File: config.mk
export PLATFORM = sky130hd
export DESIGN_NAME = param_counter
export DESIGN_NICKNAME = d
export VERILOG_FILES = /design/src/rtl/param_counter.sv
export SDC_FILE = /design/constraint.sdc
export NUM_CORES = 1
export LEC_CHECK = 0
export BUFFER_PORTS_ARGS = -buffer_cell sky130_fd_sc_hd__buf_2
export CORE_AREA = 2 2 70 72
export DETAILED_ROUTE_END_ITERATION = 12
export DIE_AREA = 0 0 72 74
export GPL_ROUTABILITY_DRIVEN = 0
export PLACE_DENSITY = 0.82
export SLEW_MARGIN = 20
export SYNTH_ARGS = -nofsm -noshare
export SYNTH_HDL_FRONTEND = slang
export SYNTH_SLANG_ARGS = --single-unit
File: constraint.sdc
create_clock -name clk -period 6.4 [get_ports clk]
set_input_delay 1.28 -clock clk [delete_from_list [all_inputs] [get_ports clk]]
set_output_delay 1.28 -clock clk [all_outputs]
set_load 0.01 [all_outputs]
File: src/rtl/param_counter.sv
// param_counter: parametrised up/down counter with prescaled tick,
// load/clear, wrap/one-shot/reload modes and a run/hold/done FSM.
//
// Ports:
//   clk        rising-edge clock
//   reset      asynchronous active-low reset
//   start      begin counting, or resume from HOLD / restart from DONE
//   stop       pause counting (RUN -> HOLD)
//   clear      synchronous clear to IDLE, count 0
//   load       synchronous load of load_value (clamped to limit)
//   load_value load / reload value
//   limit      terminal value counting up, reload value counting down
//   prescale   count advances every prescale+1 clocks
//   up_down    1 = up, 0 = down
//   mode       00 wrap, 01 one-shot, 10 reload, 11 as 00
//   count_out  registered count
//   running    high while in RUN
//   done       one-cycle pulse on one-shot completion
//   wrap       one-cycle pulse on wrap or reload
module param_counter #(
    parameter int WIDTH      = 10,
    parameter int PRESCALE_W = 8
) (
    input  logic                  clk,
    input  logic                  reset,
    input  logic                  start,
    input  logic                  stop,
    input  logic                  clear,
    input  logic                  load,
    input  logic [WIDTH-1:0]      load_value,
    input  logic [WIDTH-1:0]      limit,
    input  logic [PRESCALE_W-1:0] prescale,
    input  logic                  up_down,
    input  logic [1:0]            mode,
    output logic [WIDTH-1:0]      count_out,
    output logic                  running,
    output logic                  done,
    output logic                  wrap
);

    localparam logic [1:0] IDLE = 2'd0;
    localparam logic [1:0] RUN  = 2'd1;
    localparam logic [1:0] HOLD = 2'd2;
    localparam logic [1:0] DONE = 2'd3;

    logic [1:0]            state, state_n;
    logic [WIDTH-1:0]      count_n;
    logic [PRESCALE_W-1:0] presc, presc_n;
    logic                  done_n, wrap_n;
    logic [WIDTH-1:0]      ld_clamped;
    logic                  tick;
    logic                  terminal;

    assign ld_clamped = (load_value > limit) ? limit : load_value;

    // >= rather than == so a prescale lowered below the running
    // prescaler value still ticks right away instead of rolling over.
    assign tick = (presc >= prescale);

    assign terminal = up_down ? (count_out >= limit)
                              : (count_out == '0);

    always_comb begin
        state_n = state;
        count_n = count_out;
        presc_n = presc;
        done_n  = 1'b0;
        wrap_n  = 1'b0;

        if (clear) begin
            state_n = IDLE;
            count_n = '0;
            presc_n = '0;
        end else if (load) begin
            count_n = ld_clamped;
            presc_n = '0;
        end else if (stop) begin
            // stop outranks start everywhere; only RUN reacts to it
            if (state == RUN) begin
                state_n = HOLD;
            end
        end else if (start && state != RUN) begin
            state_n = RUN;
            unique case (state)
                IDLE: presc_n = '0;
                DONE: begin
                    presc_n = '0;
                    count_n = up_down ? '0 : limit;
                end
                default: ;
            endcase
        end else if (state == RUN) begin
            if (!tick) begin
                presc_n = presc + 1'b1;
            end else begin
                presc_n = '0;
                if (!terminal) begin
                    count_n = up_down ? count_out + 1'b1
                                      : count_out - 1'b1;
                end else begin
                    unique case (mode)
                        2'b01: begin
                            state_n = DONE;
                            done_n  = 1'b1;
                        end
                        2'b10: begin
                            count_n = ld_clamped;
                            wrap_n  = 1'b1;
                        end
                        default: begin
                            count_n = up_down ? '0 : limit;
                            wrap_n  = 1'b1;
                        end
                    endcase
                end
            end
        end
    end

    always_ff @(posedge clk or negedge reset) begin
        if (!reset) begin
            state     <= IDLE;
            count_out <= '0;
            presc     <= '0;
            running   <= 1'b0;
            done      <= 1'b0;
            wrap      <= 1'b0;
        end else begin
            state     <= state_n;
            count_out <= count_n;
            presc     <= presc_n;
            running   <= (state_n == RUN);
            done      <= done_n;
            wrap      <= wrap_n;
        end
    end

endmodule

==> Word level (Yosys, flattened, before mapping) <==
Cells that the tools add are included.
{ "word_totals": {"inputBits": 37, "word_cells": 75, "output_inout_bits": 13, "register_bits": 23} }
{ "classes": {"n_eq_ne": 10, "muxes": 45, "n_addsub": 3, "n_lt_le_gt_ge": 3, "n_reduce_logical": 8} }
{ "ops": {"columns": ["cell", "n"], "rows": [
  ["10-bit 2-to-1 mux", 11],
  ["8-bit 2-to-1 mux", 7],
  ["10-bit one-hot mux with 2 select lines", 1],
  ["2-bit 2-to-1 mux", 9],
  ["1-bit 2-to-1 mux", 17],
  ["10-bit by 1-bit adder with 10-bit output, second input constant", 1],
  ["10-bit >= comparator", 1],
  ["10-bit greater-than comparator", 1],
  ["10-bit logical NOT", 1],
  ["10-bit by 1-bit subtractor with 10-bit output, second input constant", 1],
  ["8-bit by 1-bit adder with 8-bit output, second input constant", 1],
  ["8-bit >= comparator", 1],
  ["4-bit nonzero test", 2],
  ["2-bit by 1-bit == test with 1-bit output, second input constant", 3],
  ["5-bit != test, second input constant", 1],
  ["5-bit AND reduction", 1],
  ["2-bit == test, second input constant", 2],
  ["4-bit by 3-bit != test with 1-bit output, second input constant", 1],
  ["4-bit != test, second input constant", 1],
  ["3-bit by 1-bit != test with 1-bit output, second input constant", 1],
  ["3-bit AND reduction", 1],
  ["2-bit logical NOT", 1],
  ["2-bit by 1-bit != test with 1-bit output, second input constant", 1],
  ["2-bit OR reduction", 1],
  ["1-bit logical AND", 1]
]} }

==> Logic depth before layout (Yosys ltp) <==
{ "depth": {"depth_word": 10, "depth_mapped": 10, "mapped_depth_nobuf": 9} }

==> Least setup slack after synthesis <==
OpenSTA, ideal clock, no wires.
{ "synth_timing": {"path_kind": "input to register", "start": "in limit[5]", "end": "reg count_out[3]", "slack_ps": 3028, "t_arrival_ps": 3251, "n_path_buf": 1, "t_required_ps": 6278, "setup_ps": 122, "path_stages": 10, "cell_sequence": "inv_1 ha_1 a2111oi_0 nor3_1 a211o_1 and3_1 buf_6 a211oi_4 o211ai_1 a32o_1"} }
{ "synth_between": {"elab_chain_cells": 10, "elab_cells_between_ends": 14, "cone_classes": "order compare: 2; eq/ne: 1; mux: 10; reduce/logical: 1"} }
{ "synth_rtl": {"columns": ["item", "line", "source"], "rows": [
  ["start, declared", "31", "input logic [WIDTH-1:0] limit,"],
  ["10-bit greater-than comparator", "54", "assign ld_clamped = (load_value > limit) ? limit : load_value;"],
  ["10-bit 2-to-1 mux", "54", null],
  ["10-bit one-hot mux with 2 select lines", "101", "unique case (mode)"],
  ["10-bit 2-to-1 mux", "97", "if (!terminal) begin"],
  ["10-bit 2-to-1 mux", "93", "if (!tick) begin"],
  ["10-bit 2-to-1 mux", "92", "end else if (state == RUN) begin"],
  ["10-bit 2-to-1 mux", "82", "end else if (start && state != RUN) begin"],
  ["10-bit 2-to-1 mux", "77", "end else if (stop) begin"],
  ["10-bit 2-to-1 mux", "74", "end else if (load) begin"],
  ["10-bit 2-to-1 mux", "70", "if (clear) begin"],
  ["end signal, assigned", "130", "count_out <= count_n;"],
  ["end, declared", "35", "output logic [WIDTH-1:0] count_out,"]
]} }
Several ways; a longest one is shown, not always the timed one. The select of a mux whose other input is x is not followed.
A chain may end at the register's enable or synchronous reset.

==> Worst setup path after layout <==
{ "layout_timing": {"start": "in limit[5]", "end": "reg count_out[8]"} }
The elaborated chain is that of the path after synthesis.

==> run summary <==
Global routing met3 resource utilization = 0.0379
Reg clk slew, reported paths = 90 ps
H-Tree Depth = 1
Routed vias/inst = 6.67
# setup viols final = 0
Crit-path leading delay family = compound AO/OA/AOI/OAI gates
Commonest cells post-synth = ha_1 (41), nand2_1 (38), inv_1 (30)
Final wirelength = 7.66 mm
HPWL after DPL = 5.94 mm
Number of DRC markers in iteration 0 = 219
Skew final = 4.95 ps
RSZ-0062 raised after global routing = no
CTS tree = yes
Core Region = 4600 um^2
Detailed-router iteration count before antenna repair = 6
Top-count cell post-synth = ha_1
Hold crit path type = reg2reg
Post-synthesis sequential area ratio = 0.209
Power per cell area = 180 nW/um^2
Worst-Skew Late Latency = 270 ps
Post-cts sizing count = 0
Vias in the first global route = 2,672
Fin. Hold Viols = 0
Min Clock Period, post-route = 3870 ps
Worst stage delay on the critical path = 690 ps
Sink Count = 23
Die H = 74 um
Hold Slack = 549 ps
Status = completed
Num ports = 50
Tightest Pin Transition = 879 ps
Most used routing layer = met2
Startpoint Class = input port
Grt total ovfl = 0
Die area = 5330 um^2
Total track usage = 0.299
CP Data Required Time = 6590 ps
Crit path max fanout = 22
Syn_area_per_cell = 8.16 um^2
Non-Filler Instances = 434
Cts-stage hold buffer count = 0
Ys Warns = 0
Slowest cell on the critical path = nand2b_1
Pwr Total = 0.542 mW
Drt wl/cell = 17.6 um
Syn Nets = 416
Cells after synthesis = 337
Worst Path Buf+Inv = 2
Longest Clk Path Bufs = 2
Post-synth top area share = 0.209
Num CTS Buffers = 3
Crit path kind = in2reg
Via count = 2,894
Met2 usage = 0.533
Worst rel slew slack = 0.409
Async set-reset flop share out of synthesis = 1.00
Cell accounting for the most synthesized area = dfrtp_1
Setup crit end kind = flop
GRT met1 Usage = 0.383
Share of layout cells above drive strength 1 = 0.174
Post-route DRC = 0
Max Freq = 259 MHz
Placed cell count = 430
Nets = 460
Largest net degree at the start of global routing = 24
Critical Path AT = 4060 ps
Post-synth EDFFs = 0
Synth Register Bits = 23
Main synth FF type = dfrtp_1
Root Driver = clkbuf_8
Row count = 25
Peak VDD IR = 0.000119 V
Initial Utilization = 0.598
Distinct cells, synth = 61
Synth-to-layout area growth = 9.65%
Cell Area, Synth = 2750 um^2
N_diodes = 0
First-pass GRT wire length = 12.7 mm
Top post-synthesis cells by area = dfrtp_1 (21%), ha_1 (19%), nand2_1 (5.2%), inv_1 (4.1%), o21ai_0 (3.8%)
Postcts setup bufs = 0
Leak = 1.48 nW
Initial antenna violation count = 0
CP cell instances = buf_2 > inv_1 > ha_1 > a21oi_1 > o21ai_0 > a2111oi_2 > nand2b_1 > a31oi_1 > a221o_1 > o31ai_1
Max Cap Viol = 0
Final period util = 0.604
Max Slew Vio Count = 0
I/O Buffers = 49
Die width = 72 um
ANT nets after route = 0
Setup total negative slack = 0 ps
-- cell families after synthesis --
logic type	Yosys count	synth area share
xor+xnor	12	0.0382
flops	23	0.209
fa+ha+maj	42	0.194
buf+inv	40	0.0751
compound gates	108	0.284
simple gates	111	0.196
mux	1	0.00364
-- sequential cells by signal, summed over array words and instances, names as in the netlist --
name	flops
count_out	10
done	1
presc	8
running	1
state	2
wrap	1
-- where the power goes --
part | total (mW) | switching (mW) | internal (mW)
sequential | 0.180 | 0.0227 | 0.157
clock | 0.0969 | 0.0532 | 0.0437
combinational | 0.265 | 0.156 | 0.109
total | 0.542 | 0.232 | 0.310
-- per-stage QoR --
stage               cell area (um^2)  setup WS (ps)   util
CTS                             3020           2610  0.656
finish                          3020           2530  0.656
global placement                2970           2460  0.646
floorplan                       2750           3030      -
detailed placement              2970           2350  0.646
global route                    3020           2320  0.656
-- final cells by class --
class	instances	area, um^2
multi-input cells	274	1970
fillers	399	1580
flip-flops and latches	23	576
repair buffers	49	245
inverters	30	113
well taps	54	67.6
clock buffers	3	41.3
clock inverters	1	5.00
-- final timing paths --
| kind | slack [ps] | start | endpoint | cells after the start |
|---|---|---|---|---|
| max | 2530 | limit[5] | count_out[8]$_DFFE_PN0P_ | 10 |
| min | 550 | presc[7]$_DFFE_PN0P_ | presc[7]$_DFFE_PN0P_ | 2 |
| max reg2reg | 3530 | count_out[5]$_DFFE_PN0P_ | count_out[3]$_DFFE_PN0P_ | 8 |
| min reg2reg | 550 | presc[7]$_DFFE_PN0P_ | presc[7]$_DFFE_PN0P_ | 2 |
| max in group asynchronous | 5040 | reset | count_out[6]$_DFFE_PN0P_ | 1 |
| min in group asynchronous | 980 | reset | count_out[9]$_DFFE_PN0P_ | 1 |
-- placed cells by master (no fill, tap or decap), drive strengths merged, types with 2 or more instances in the layout --
master and instances:
nor3 9, a31o 6, a21o 3, a21oi 20, a22oi 4, o21a 3, o21bai 2, buf 49
a31oi 3, dfrtp 23, and2 2, a211oi 7, and3 3, xnor2 9, o211ai 5, o31ai 5
xor2 3, nand4 5, nand2b 4, a2111oi 3, ha 41, inv 30, nand2 38, clkbuf 3
nor2b 5, o21ai 22, a32oi 5, nor4 3, a32o 8, nor2 25, nand3 9
-- worst reg2reg max path, delay by kind of cell, from the launching register on --
kind / cells / cell delay (ps)
flip-flops: 1 / 470
AO/OA/AOI/OAI: 5 / 1480
adder cells (fa/ha/maj): 1 / 330
AND/OR/NAND/NOR: 2 / 480
-- layer usage --
metal  share of wire  routed length (um)  vias to the layer above
met2            0.47                3600                      185
met3           0.093                 710                       39
met5               0                   0                        -
li1                -                   -                     1350
met1            0.40                3050                     1320
met4           0.039                 298                        0
Note: power is estimated with default switching activity, not from simulation.
